$ cat src/rtl/onchip_mem_arb_pkg.sv
// Shared constants for the two-port on-chip memory arbiter.
// Holds width defaults, port indices and the statistics counter width.
package onchip_mem_arb_pkg;

  localparam int DEF_ADDR_W = 14;
  localparam int DEF_DATA_W = 32;
  localparam int CNT_W      = 16;

  localparam logic PORT0 = 1'b0;
  localparam logic PORT1 = 1'b1;

endpackage

$ cat src/rtl/onchip_mem_arb_rr2.sv
// Two-way round-robin grant.
// Ports: req_i (per-port request), last_grant_i (index last served),
// grant_o (one-hot winner, zero when no request).
module onchip_mem_arb_rr2 (
  input  logic [1:0] req_i,
  input  logic       last_grant_i,
  output logic [1:0] grant_o
);

  // On a tie, the port that was not served last wins.
  assign grant_o[0] = req_i[0] & (~req_i[1] | last_grant_i);
  assign grant_o[1] = req_i[1] & (~req_i[0] | ~last_grant_i);

endmodule

$ cat src/rtl/onchip_mem_arbiter.sv
// Two-requester arbiter in front of a single-port RAM, 1-cycle read latency.
// Ports: clk, reset (async, active high); per requester mX_address,
// mX_byteenable, mX_read, mX_write, mX_writedata in and mX_waitrequest,
// mX_readdata, mX_readdatavalid out; mem_* drive the RAM, mem_readdata
// returns from it. Build macro ONCHIP_MEM_ARB_STATS_EN adds saturating
// per-port accept counters m0_grant_count / m1_grant_count.
module onchip_mem_arbiter
  import onchip_mem_arb_pkg::*;
#(
  parameter int ADDR_W = DEF_ADDR_W,
  parameter int DATA_W = DEF_DATA_W,
  parameter int BE_W   = DATA_W / 8
) (
  input  logic              clk,
  input  logic              reset,
  input  logic [ADDR_W-1:0] m0_address,
  input  logic [BE_W-1:0]   m0_byteenable,
  input  logic              m0_read,
  input  logic              m0_write,
  input  logic [DATA_W-1:0] m0_writedata,
  output logic              m0_waitrequest,
  output logic [DATA_W-1:0] m0_readdata,
  output logic              m0_readdatavalid,
  input  logic [ADDR_W-1:0] m1_address,
  input  logic [BE_W-1:0]   m1_byteenable,
  input  logic              m1_read,
  input  logic              m1_write,
  input  logic [DATA_W-1:0] m1_writedata,
  output logic              m1_waitrequest,
  output logic [DATA_W-1:0] m1_readdata,
  output logic              m1_readdatavalid,
  output logic [ADDR_W-1:0] mem_address,
  output logic [BE_W-1:0]   mem_byteenable,
  output logic [DATA_W-1:0] mem_writedata,
  output logic              mem_chipselect,
  output logic              mem_write,
  output logic              mem_clken,
  input  logic [DATA_W-1:0] mem_readdata
`ifdef ONCHIP_MEM_ARB_STATS_EN
  ,
  output logic [CNT_W-1:0]  m0_grant_count,
  output logic [CNT_W-1:0]  m1_grant_count
`endif
);

  logic [1:0] req;
  logic [1:0] grant;
  logic       accept;
  logic       win_rd;
  logic       win_wr;

  logic last_grant_q, last_grant_d;
  logic rd_valid_q, rd_valid_d;
  logic rd_port_q, rd_port_d;

  // Nothing is accepted while reset is held.
  assign req[0] = (m0_read | m0_write) & ~reset;
  assign req[1] = (m1_read | m1_write) & ~reset;

  onchip_mem_arb_rr2 u_rr2 (
    .req_i        (req),
    .last_grant_i (last_grant_q),
    .grant_o      (grant)
  );

  assign accept = |grant;
  assign win_wr = grant[1] ? m1_write : m0_write;
  assign win_rd = grant[1] ? m1_read  : m0_read;

  assign mem_address    = grant[1] ? m1_address    : m0_address;
  assign mem_byteenable = grant[1] ? m1_byteenable : m0_byteenable;
  assign mem_writedata  = grant[1] ? m1_writedata  : m0_writedata;
  assign mem_chipselect = accept;
  assign mem_write      = accept & win_wr;
  assign mem_clken      = 1'b1;

  assign m0_waitrequest = reset | (req[0] & ~grant[0]);
  assign m1_waitrequest = reset | (req[1] & ~grant[1]);

  // Read+write together on one port is handled as a write.
  always_comb begin
    last_grant_d = last_grant_q;
    rd_valid_d   = accept & win_rd & ~win_wr;
    rd_port_d    = rd_port_q;
    if (accept) begin
      last_grant_d = grant[1];
    end
    if (rd_valid_d) begin
      rd_port_d = grant[1];
    end
  end

  always_ff @(posedge clk or posedge reset) begin
    if (reset) begin
      last_grant_q <= PORT1;
      rd_valid_q   <= 1'b0;
      rd_port_q    <= PORT0;
    end else begin
      last_grant_q <= last_grant_d;
      rd_valid_q   <= rd_valid_d;
      rd_port_q    <= rd_port_d;
    end
  end

  // RAM output is shared; the valid strobe carries the routing.
  assign m0_readdata = mem_readdata;
  assign m1_readdata = mem_readdata;

  assign m0_readdatavalid = rd_valid_q & (rd_port_q == PORT0) & ~reset;
  assign m1_readdatavalid = rd_valid_q & (rd_port_q == PORT1) & ~reset;

`ifdef ONCHIP_MEM_ARB_STATS_EN
  logic [CNT_W-1:0] cnt0_q, cnt0_d;
  logic [CNT_W-1:0] cnt1_q, cnt1_d;

  always_comb begin
    cnt0_d = cnt0_q;
    cnt1_d = cnt1_q;
    if (grant[0] && cnt0_q != {CNT_W{1'b1}}) begin
      cnt0_d = cnt0_q + 1'b1;
    end
    if (grant[1] && cnt1_q != {CNT_W{1'b1}}) begin
      cnt1_d = cnt1_q + 1'b1;
    end
  end

  always_ff @(posedge clk or posedge reset) begin
    if (reset) begin
      cnt0_q <= '0;
      cnt1_q <= '0;
    end else begin
      cnt0_q <= cnt0_d;
      cnt1_q <= cnt1_d;
    end
  end

  assign m0_grant_count = cnt0_q;
  assign m1_grant_count = cnt1_q;
`endif

endmodule

$ cat config.mk
export PLATFORM = sky130hd
export DESIGN_NAME = onchip_mem_arbiter
export DESIGN_NICKNAME = d
export VERILOG_FILES = /design/src/rtl/onchip_mem_arb_pkg.sv /design/src/rtl/onchip_mem_arb_rr2.sv /design/src/rtl/onchip_mem_arbiter.sv
export SDC_FILE = /design/constraint.sdc
export NUM_CORES = 1
export LEC_CHECK = 0
export BUFFER_PORTS_ARGS = -buffer_cell sky130_fd_sc_hd__buf_4
export CAP_MARGIN = 20
export CORE_AREA = 2 2 100 102
export CTS_CLUSTER_DIAMETER = 50
export DETAILED_ROUTE_END_ITERATION = 12
export DIE_AREA = 0 0 102 104
export GPL_TIMING_DRIVEN = 0
export HOLD_SLACK_MARGIN = 0.02
export MAX_ROUTING_LAYER = met4
export SLEW_MARGIN = 10
export SYNTH_ARGS = -nofsm -noshare
export SYNTH_HDL_FRONTEND = slang
export SYNTH_HIERARCHICAL = 1
export SYNTH_SLANG_ARGS = --single-unit
export TNS_END_PERCENT = 5
$ cat constraint.sdc
create_clock -name clk -period 4.2 [get_ports clk]
set_input_delay 0.84 -clock clk [delete_from_list [all_inputs] [get_ports clk]]
set_output_delay 0.84 -clock clk [all_outputs]
set_load 0.005 [all_outputs]
==> results of run 1 <==
==> synth_stat cells, drive strengths merged <==
library cell  count  area share
a21boi            2       0.011
a21o              1      0.0056
and3              2      0.0093
and3b             1      0.0065
buf              71        0.40
conb              1      0.0028
dfrtp             2       0.037
dfstp             1       0.019
inv               4       0.011
mux2             50        0.44
nand2             3      0.0083
nand3b            2       0.011
nor2              4       0.011
o211ai            1      0.0056
o21ai             4       0.015
or2               1      0.0046
==> cell usage in the layout (no fill, tap or decap) <==
cell	synthesis	layout
or2_2	1	1
a21boi_0	1	1
mux2_1	2	2
dfrtp_1	2	2
dfstp_2	1	1
nand2_1	3	3
buf_2	3	3
mux2_2	38	38
mux2_4	10	10
nor2_1	4	4
a21boi_1	1	1
inv_1	4	4
clkbuf_1	0	1
buf_4	65	290
conb_1	1	1
o211ai_1	1	1
and3_1	2	2
buf_6	3	3
and3b_1	1	1
nand3b_1	2	2
o21ai_0	4	4
a21o_1	1	1
clkbuf_8	0	3
==> registers in the layout, indices dropped and copies added, names as in the netlist <==
signal	cells
last_grant_q	1
rd_port_q	1
rd_valid_q	1
==> where the power goes <==
part,switching (mW),internal (mW)
Sequential,0.00240,0.0339
Combinational,0.105,0.254
Clock,0.0217,0.0650
==> cells by family (layout without fill, tap and decap cells) <==
family                 Yosys count  in the layout  share of synthesized area
buffers and inverters           75            304                      0.408
muxes                           50             50                      0.444
and+or+nand+nor                 13             13                     0.0509
AOI/OAI and AO/OA                8              8                     0.0370
DFF                              3              3                     0.0565
other                            1              1                    0.00278
==> worst register-to-register path, delay by kind of cell, from the launching register on <==
family                 cells  cell delay, ns
DFF                        1            0.37
AOI/OAI and AO/OA          2            0.65
and+or+nand+nor            1            0.11
buffers and inverters      2            0.40
==> per-layer routing <==
| layer | GRT usage | routed length [microns] | up-vias |
|---|---|---|---|
| met1 | 0.0978 | 1910 | 784 |
| li1 | - | - | 896 |
| met4 | 0.0190 | 33 | 0 |
| met5 | - | 0 | - |
| met2 | 0.198 | 3230 | 139 |
| met3 | 0.0175 | 638 | 4 |
==> final cells by class <==
| class | instances | area, sq um | area share |
|---|---|---|---|
| well taps | 133 | 166 | 0.0512 |
| inverters | 4 | 15.0 | 0.00462 |
| plain buffers | 71 | 537 | 0.165 |
| multi-input cells | 72 | 723 | 0.222 |
| clock buffers | 4 | 45.0 | 0.0139 |
| repair buffers | 225 | 1690 | 0.519 |
| flip-flops and latches | 3 | 76.3 | 0.0235 |
==> worst min-delay path by stage <==
stage | from | end | slack, ns | cells past startpoint
3_5_place_dp | last_grant_q | last_grant_q | 0.52 | 1
5_1_grt | last_grant_q | last_grant_q | 0.52 | 1
6_report | last_grant_q | last_grant_q | 0.52 | 1
3_3_place_gp | last_grant_q | last_grant_q | 0.51 | 1
4_1_cts | last_grant_q | last_grant_q | 0.52 | 1
2_1_floorplan | rd_port_q | rd_port_q | 0.49 | 2
==> results.md, run 1 <==
- Arrival time worst endpoint: 2.62 ns
- Nets: 518
- Area grow syn2layout: 141%
- Clock Sinks: 3
- #FFs+latches synth: 3
- CP peak stage delay: 0.57 ns
- Post-CTS setup buffer count: 0
- R2R cell count: 5
- FF-to-FF Start: last_grant_q
- Iter 0 DRT Violations: 38
- GP Congestion: 0.794
- Slew Limit Fails: 0
- Mapped Avg Cell Area: 9.01 sq um
- Hold crit path type: register to register
- Total Power: 482 uW
- Layout cell share with drive strength beyond 1: 0.921
- Peak supply drop: 65.8 uV
- CTS Root Cell: clkbuf_8
- Required @ worst endpoint: 3.36 ns
- Diode count: 0
- Reg2Reg Setup Slack: 2.59 ns
- Setup Skew: 0.00289 ns
- Initial antenna violation count: 0
- Wire per inst: 11.4 microns
- H-tree Lvls: 1
- Max clock buf depth: 2
- Leakage power total: 1.79 nW
- Total CTS buffers: 3
- Terminus of the critical flop-to-flop path: rd_port_q
- Post-synthesis net count: 288
- Worst Max-Slew Pin Slew: 0.691 ns
- Post-DP Area: 3210 sq um
- Maxcap violations: 0
- DP Wirelength: 5280 microns
- Crit path to: mem_writedata[26]
- Cell Area, Synth: 1350 sq um
- Post-route clock period utilization: 0.824
- Total core area: 9550 sq um
- # resized after CTS: 0
- CP endpoint kind: output port
- Via density: 3.56
- Placed Cells incl. Taps: 508
- Final Hold Fails: 0
- PortBufs: 225
- DR DRC count: 0
- Fill cell count: 996
- Worst path depth: 8
- Finished Layout Cells: 512
- Detailed Routing Iterations Pass 1: 3
- Fin Setup TNS: 0 ns
- Slew headroom: 0.535
- Die area: 10600 sq um
- WP buf/inv: 4
- F_max: 289 MHz
- Util after Layout: 0.341
- Critical-path top delay cell: a21boi_0
- Final-report setup violation count: 0
- Vias in the first global route: 1780
- Fin area: 3250 sq um
- Clk_lat worst skew: 0.22 ns
- Place WS: 0.618 ns
- Total Wirelength: 5820 microns
- Post-DRT Antenna Nets: 0
- Path type of the worst setup path: input port to output port
- PD cells: 148 nW/um^2
- CTS tree: done
- Crit path max-delay family: buffers and inverters
- Std cell rows: 36
- Synth Warn #: 6
- Final min period: 3.46 ns
- All-Layer GR Usage: 0.0994
- CP Launch Point: m0_write
- Worst-path fanout max: 10
- Mapped Cells: 150
- CTS clk-pin slew, worst paths: 0.03 ns
- Sequential element share of the synthesized area: 0.0565
- First-pass GRT wire length: 8310 microns
- I/O pins: 259
- Die height: 104 microns
- Die width: 102 microns
- Initial cell density of the core: 0.142
- Post-synth cell types: 21
- Critical-path cell list: buf_4 -> nor2_1 -> nor2_1 -> a21boi_0 -> buf_6 -> buf_6 -> mux2_4 -> buf_4
- DR vias: 1823
- Largest net degree at the start of global routing: 11
- Critical Path Source Type: input port
- Final worst slack: 0.739 ns
- CTS Hold Bufs: 0
- RSZ-0062 raised after global routing: false
- Outcome: finished clean
- GRT Residual Overflow: 0
- Worst hold margin: 0.516 ns
(Power assumes the default switching activity.)
==> run 2, diff against run 1 <==
--- a/config.mk
+++ b/config.mk
@@ -7,10 +7,10 @@
 export LEC_CHECK = 0
 export BUFFER_PORTS_ARGS = -buffer_cell sky130_fd_sc_hd__buf_4
 export CAP_MARGIN = 20
-export CORE_AREA = 2 2 100 102
+export CORE_AREA = 2 2 101 103
 export CTS_CLUSTER_DIAMETER = 50
 export DETAILED_ROUTE_END_ITERATION = 12
-export DIE_AREA = 0 0 102 104
+export DIE_AREA = 0 0 103 105
 export GPL_TIMING_DRIVEN = 0
 export HOLD_SLACK_MARGIN = 0.02
 export MAX_ROUTING_LAYER = met4
==> constraint.sdc (replaced) <==
create_clock -name clk -period 3.1 [get_ports clk]
set_input_delay 0.62 -clock clk [delete_from_list [all_inputs] [get_ports clk]]
set_output_delay 0.62 -clock clk [all_outputs]
set_load 0.005 [all_outputs]
==> run 2 against run 1 <==
  * Via count rose by 0.16%
  * Design area did not move
  * Hold slack got worse by 0.19 ns
  * Die area rose by 2.0%
  * Non-clock buffer count did not move
  * Clock skew fell by 0.0010 ns
  * Wire length rose by 1.7%
  * Register-to-register slack got worse by 0.89 ns
  * Critical path type unchanged
  * Critical endpoint is now mem_writedata[21]
  * Largest power group unchanged
==> results.md, run 2 (synthesized netlist as in run 1, its figures left out) <==
- Reg area: 76.3 sq um
- DR DRC count: 0
- F_max: 354 MHz
- Diode count: 0
- Most common cell after layout, fill and taps aside: buf_4
- Iter 0 DRT Violations: 16
- Max clock buf depth: 2
- Vias in the first global route: 1796
- Area of the multi-input gates: 723 sq um
- Final min period: 2.83 ns
- Largest registers: last_grant_q x1, rd_port_q x1, rd_valid_q x1
- PortBufs: 225
- Fill cell count: 1032
- Critical-path cell list: buf_4 -> nor2_1 -> nor2_1 -> a21boi_1 -> buf_6 -> buf_6 -> mux2_4 -> buf_4
- Area grow syn2layout: 141%
- Hold crit path type: input port to async pin
- Critical-path top delay cell: a21boi_1
- GP Congestion: 0.758
- Initial cell density of the core: 0.140
- DP Wirelength: 5410 microns
- Maxcap violations: 0
- Total Wirelength: 5920 microns
- Nets: 518
- CP endpoint kind: output port
- Final worst slack: 0.274 ns
- Critical Path Source Type: input port
- H-tree Lvls: 1
- CTS Hold Bufs: 0
- Place WS: -0.123 ns
- Util after Layout: 0.337
- Arrival time worst endpoint: 2.21 ns
- Fin Setup TNS: 0 ns
- First-pass GRT wire length: 8250 microns
- Post-DRT Antenna Nets: 0
- Required @ worst endpoint: 2.48 ns
- Total Power: 647 uW
- Total CTS buffers: 3
- Die width: 103 microns
- Post-route clock period utilization: 0.912
- Final Hold Fails: 0
- Std cell rows: 36
- CP Launch Point: m1_write
- Leakage power total: 1.79 nW
- Detailed Routing Iterations Pass 1: 4
- Slew Limit Fails: 0
- RSZ-0062 raised after global routing: false
- PD cells: 199 nW/um^2
- Path type of the worst setup path: input port to output port
- Outcome: finished clean
- GRT Residual Overflow: 0
- Initial antenna violation count: 0
- Largest net degree at the start of global routing: 11
- R2R cell count: 5
- CTS clk-pin slew, worst paths: 0.03 ns
- I/O pins: 259
- FF-to-FF Start: last_grant_q
- DR vias: 1826
- All-Layer GR Usage: 0.0960
- Worst hold margin: 0.323 ns
- Post-CTS setup buffer count: 0
- Layout cell share with drive strength beyond 1: 0.921
- Die area: 10800 sq um
- Die height: 105 microns
- CTS tree: done
- Final-report setup violation count: 0
- Via density: 3.57
- Most frequent cells in the layout: buf_4 (290), mux2_2 (38), mux2_4 (10)
- Peak supply drop: 105 uV
- CTS Root Cell: clkbuf_8
- CP peak stage delay: 0.45 ns
- # resized after CTS: 1
- Clock Sinks: 3
- Setup Skew: 0.00187 ns
- Wire per inst: 11.6 microns
- Clk_lat worst skew: 0.21 ns
- Worst-path fanout max: 10
- Total core area: 9640 sq um
-- run 2: changes by cell type in the layout (fill, tap and decap cells not counted) --
cell      change
a21boi_0      -1
a21boi_1      +1
-- run 2: worst max-delay path: cells and delay by family --
family                 cells  cell delay [ns]
buffers and inverters      4             0.65
muxes                      1             0.31
AOI/OAI and AO/OA          1             0.45
and+or+nand+nor            2             0.17
-- run 2: power by group --
group / internal, mW / switching, mW
clock: 0.0875 / 0.0239
combinational: 0.345 / 0.141
sequential: 0.0459 / 0.00314
-- run 2: area by class of cell --
type	count	share of cell area
buffer	71	0.165
clock buffer	4	0.0139
inverter	4	0.00462
multi-input combinational	72	0.222
sequential	3	0.0235
tap	133	0.0512
timing repair buffer	225	0.519
-- run 2: metal layers --
metal / global-route usage / routed length, microns / up-vias
met5: - / 0 / -
met4: 0.0150 / 32 / 0
met2: 0.194 / 3290 / 133
met3: 0.0127 / 692 / 4
met1: 0.0955 / 1900 / 793
li1: - / - / 896
-- run 2: stage by stage --
stage	std cells	area (sq um)
after detailed placement	508	3210
after CTS	512	3250
after global routing	512	3250
after floorplan	150	1350
final	512	3250
after global placement	508	3210
-- run 2: path summary, 6_finish.rpt --
kind / to / slack, ns
setup / recovery: mem_writedata[21] / 0.27
hold / removal: rd_valid_q / 0.32
setup reg to reg: rd_port_q / 1.70
hold reg to reg: last_grant_q / 0.52
max in group asynchronous: last_grant_q / 2.54
min in group clk: last_grant_q / 0.52
==> run 3, diff against run 2 <==
--- a/config.mk
+++ b/config.mk
@@ -7,13 +7,14 @@
 export LEC_CHECK = 0
 export BUFFER_PORTS_ARGS = -buffer_cell sky130_fd_sc_hd__buf_4
 export CAP_MARGIN = 20
-export CORE_AREA = 2 2 101 103
+export CORE_AREA = 2 2 100 102
 export CTS_CLUSTER_DIAMETER = 50
 export DETAILED_ROUTE_END_ITERATION = 12
-export DIE_AREA = 0 0 103 105
+export DIE_AREA = 0 0 102 104
 export GPL_TIMING_DRIVEN = 0
 export HOLD_SLACK_MARGIN = 0.02
 export MAX_ROUTING_LAYER = met4
+export PLACE_DENSITY_LB_ADDON = 0.25
 export SLEW_MARGIN = 10
 export SYNTH_ARGS = -nofsm -noshare
 export SYNTH_HDL_FRONTEND = slang
==> constraint.sdc (replaced) <==
create_clock -name clk -period 2.8 [get_ports clk]
set_input_delay 0.56 -clock clk [delete_from_list [all_inputs] [get_ports clk]]
set_output_delay 0.56 -clock clk [all_outputs]
set_load 0.005 [all_outputs]
==> run 3 against run 2 <==
  * Flip-flop and latch count did not move
  * Clock-buffer cell count is the same
  * Wire length fell by 7.6%
  * Die area down 1.9%
  * First-iteration DRC count rose by 63%
  * Via count down 0.49%
  * Cell count is the same
  * Sequential share of layout area barely moved
  * Critical endpoint is now mem_writedata[23]
  * Largest power group unchanged
  * Highest routed layer unchanged
==> results.md, run 3 (synthesized netlist as in run 1, its figures left out) <==
- Outcome: finished clean
- Clk_lat worst skew: 0.21 ns
- DP Wirelength: 4950 microns
- DR vias: 1817
- GRT Residual Overflow: 0
- Final min period: 2.57 ns
- Die area: 10600 sq um
- Total core area: 9550 sq um
- DR DRC count: 0
- Nets: 518
- Wire per inst: 10.7 microns
- Final Hold Fails: 0
- Most common cell after layout, fill and taps aside: buf_4
- Detailed Routing Iterations Pass 1: 4
- Slew Limit Fails: 0
- Iter 0 DRT Violations: 26
- PD cells: 220 nW/um^2
- Die height: 104 microns
- Hold crit path type: input port to async pin
- Initial cell density of the core: 0.142
- Largest registers: last_grant_q x1, rd_port_q x1, rd_valid_q x1
- H-tree Lvls: 1
- Worst hold margin: 0.265 ns
- First-pass GRT wire length: 7730 microns
- Via density: 3.55
- Clock Sinks: 3
- Post-DRT Antenna Nets: 0
- Total CTS buffers: 3
- Path type of the worst setup path: input port to output port
- Critical Path Source Type: input port
- Peak supply drop: 138 uV
- Final-report setup violation count: 0
- Total Power: 717 uW
- F_max: 389 MHz
- CTS clk-pin slew, worst paths: 0.03 ns
- Vias in the first global route: 1752
- I/O pins: 259
- CTS tree: done
- CTS Hold Bufs: 0
- Fill cell count: 990
- Total Wirelength: 5470 microns
- Worst-path fanout max: 10
- Leakage power total: 1.80 nW
- GP Congestion: 0.737
- Area grow syn2layout: 141%
- Post-route clock period utilization: 0.918
- Max clock buf depth: 2
- PortBufs: 225
- Most frequent cells in the layout: buf_4 (290), mux2_2 (38), mux2_4 (10)
- Post-CTS setup buffer count: 0
- Largest net degree at the start of global routing: 11
- Std cell rows: 36
- Required @ worst endpoint: 2.24 ns
- All-Layer GR Usage: 0.0897
- Initial antenna violation count: 0
- Setup Skew: 0.000266 ns
- Diode count: 0
- Arrival time worst endpoint: 2.01 ns
- Maxcap violations: 0
- Layout cell share with drive strength beyond 1: 0.923
- Die width: 102 microns
- CP endpoint kind: output port
- RSZ-0062 raised after global routing: false
- CTS Root Cell: clkbuf_8
-- run 3: cell types whose count changed in the layout (fill, tap and decap cells not counted) --
cell      delta
a21boi_1     -1
a21boi_4     +1
-- run 3: timing repair --
item	4_1_cts	5_1_grt
pin swaps	0	1
endpoints found under the setup margin	53	1
gates resized for setup	2	1
-- run 3: worst paths after layout --
check | startpoint | end | slack (ns) | cells past startpoint
setup / recovery | m0_write | mem_writedata[23] | 0.23 | 8
hold / removal | reset | rd_port_q | 0.27 | 2
setup reg to reg | last_grant_q | rd_port_q | 1.41 | 4
hold reg to reg | rd_port_q | rd_port_q | 0.54 | 2
max in group asynchronous | reset | last_grant_q | 2.30 | 2
min in group clk | rd_port_q | rd_port_q | 0.54 | 2
-- run 3: layer usage --
metal / up-vias / wire length (microns) / GRT usage
met5: - / 0 / -
met4: 0 / 42 / 0.0143
met2: 126 / 3030 / 0.180
met3: 4 / 590 / 0.0141
li1: 895 / - / -
met1: 792 / 1810 / 0.0900
-- run 3: worst max-delay path: stages --
cell and delay (ns):
buf_4 0.12, nor2_1 0.17, nor2_1 0.11, a21boi_4 0.22, buf_6 0.19, buf_6 0.19
mux2_4 0.31, buf_4 0.14
-- run 3: final cells by class --
class                   instances  area [sq um]  area share
multi-input cells              72           734       0.225
well taps                     133           166      0.0510
clock buffers                   4          45.0      0.0138
inverters                       4          15.0     0.00460
repair buffers                225          1690       0.518
plain buffers                  71           537       0.164
flip-flops and latches          3          76.3      0.0234
-- run 3: through the flow --
step / utilization / instance area [sq um] / std cells / TNS (ns) / setup WS [ns]
2_1_floorplan: - / 1350 / 150 / 0 / 0.539
3_3_place_gp: 0.336 / 3210 / 508 / -13.93 / -0.320
3_5_place_dp: 0.336 / 3210 / 508 / -15.81 / -0.357
4_1_cts: 0.341 / 3260 / 512 / 0 / 0.0857
5_1_grt: 0.342 / 3260 / 512 / 0 / 0.0810
6_report: 0.342 / 3260 / 512 / 0 / 0.230
-- run 3: report_power, final --
part           total [mW]  switching (mW)  internal (mW)
registers          0.0560         0.00502         0.0510
clock network       0.123          0.0261         0.0969
logic               0.538           0.155          0.383
total               0.717           0.186          0.531
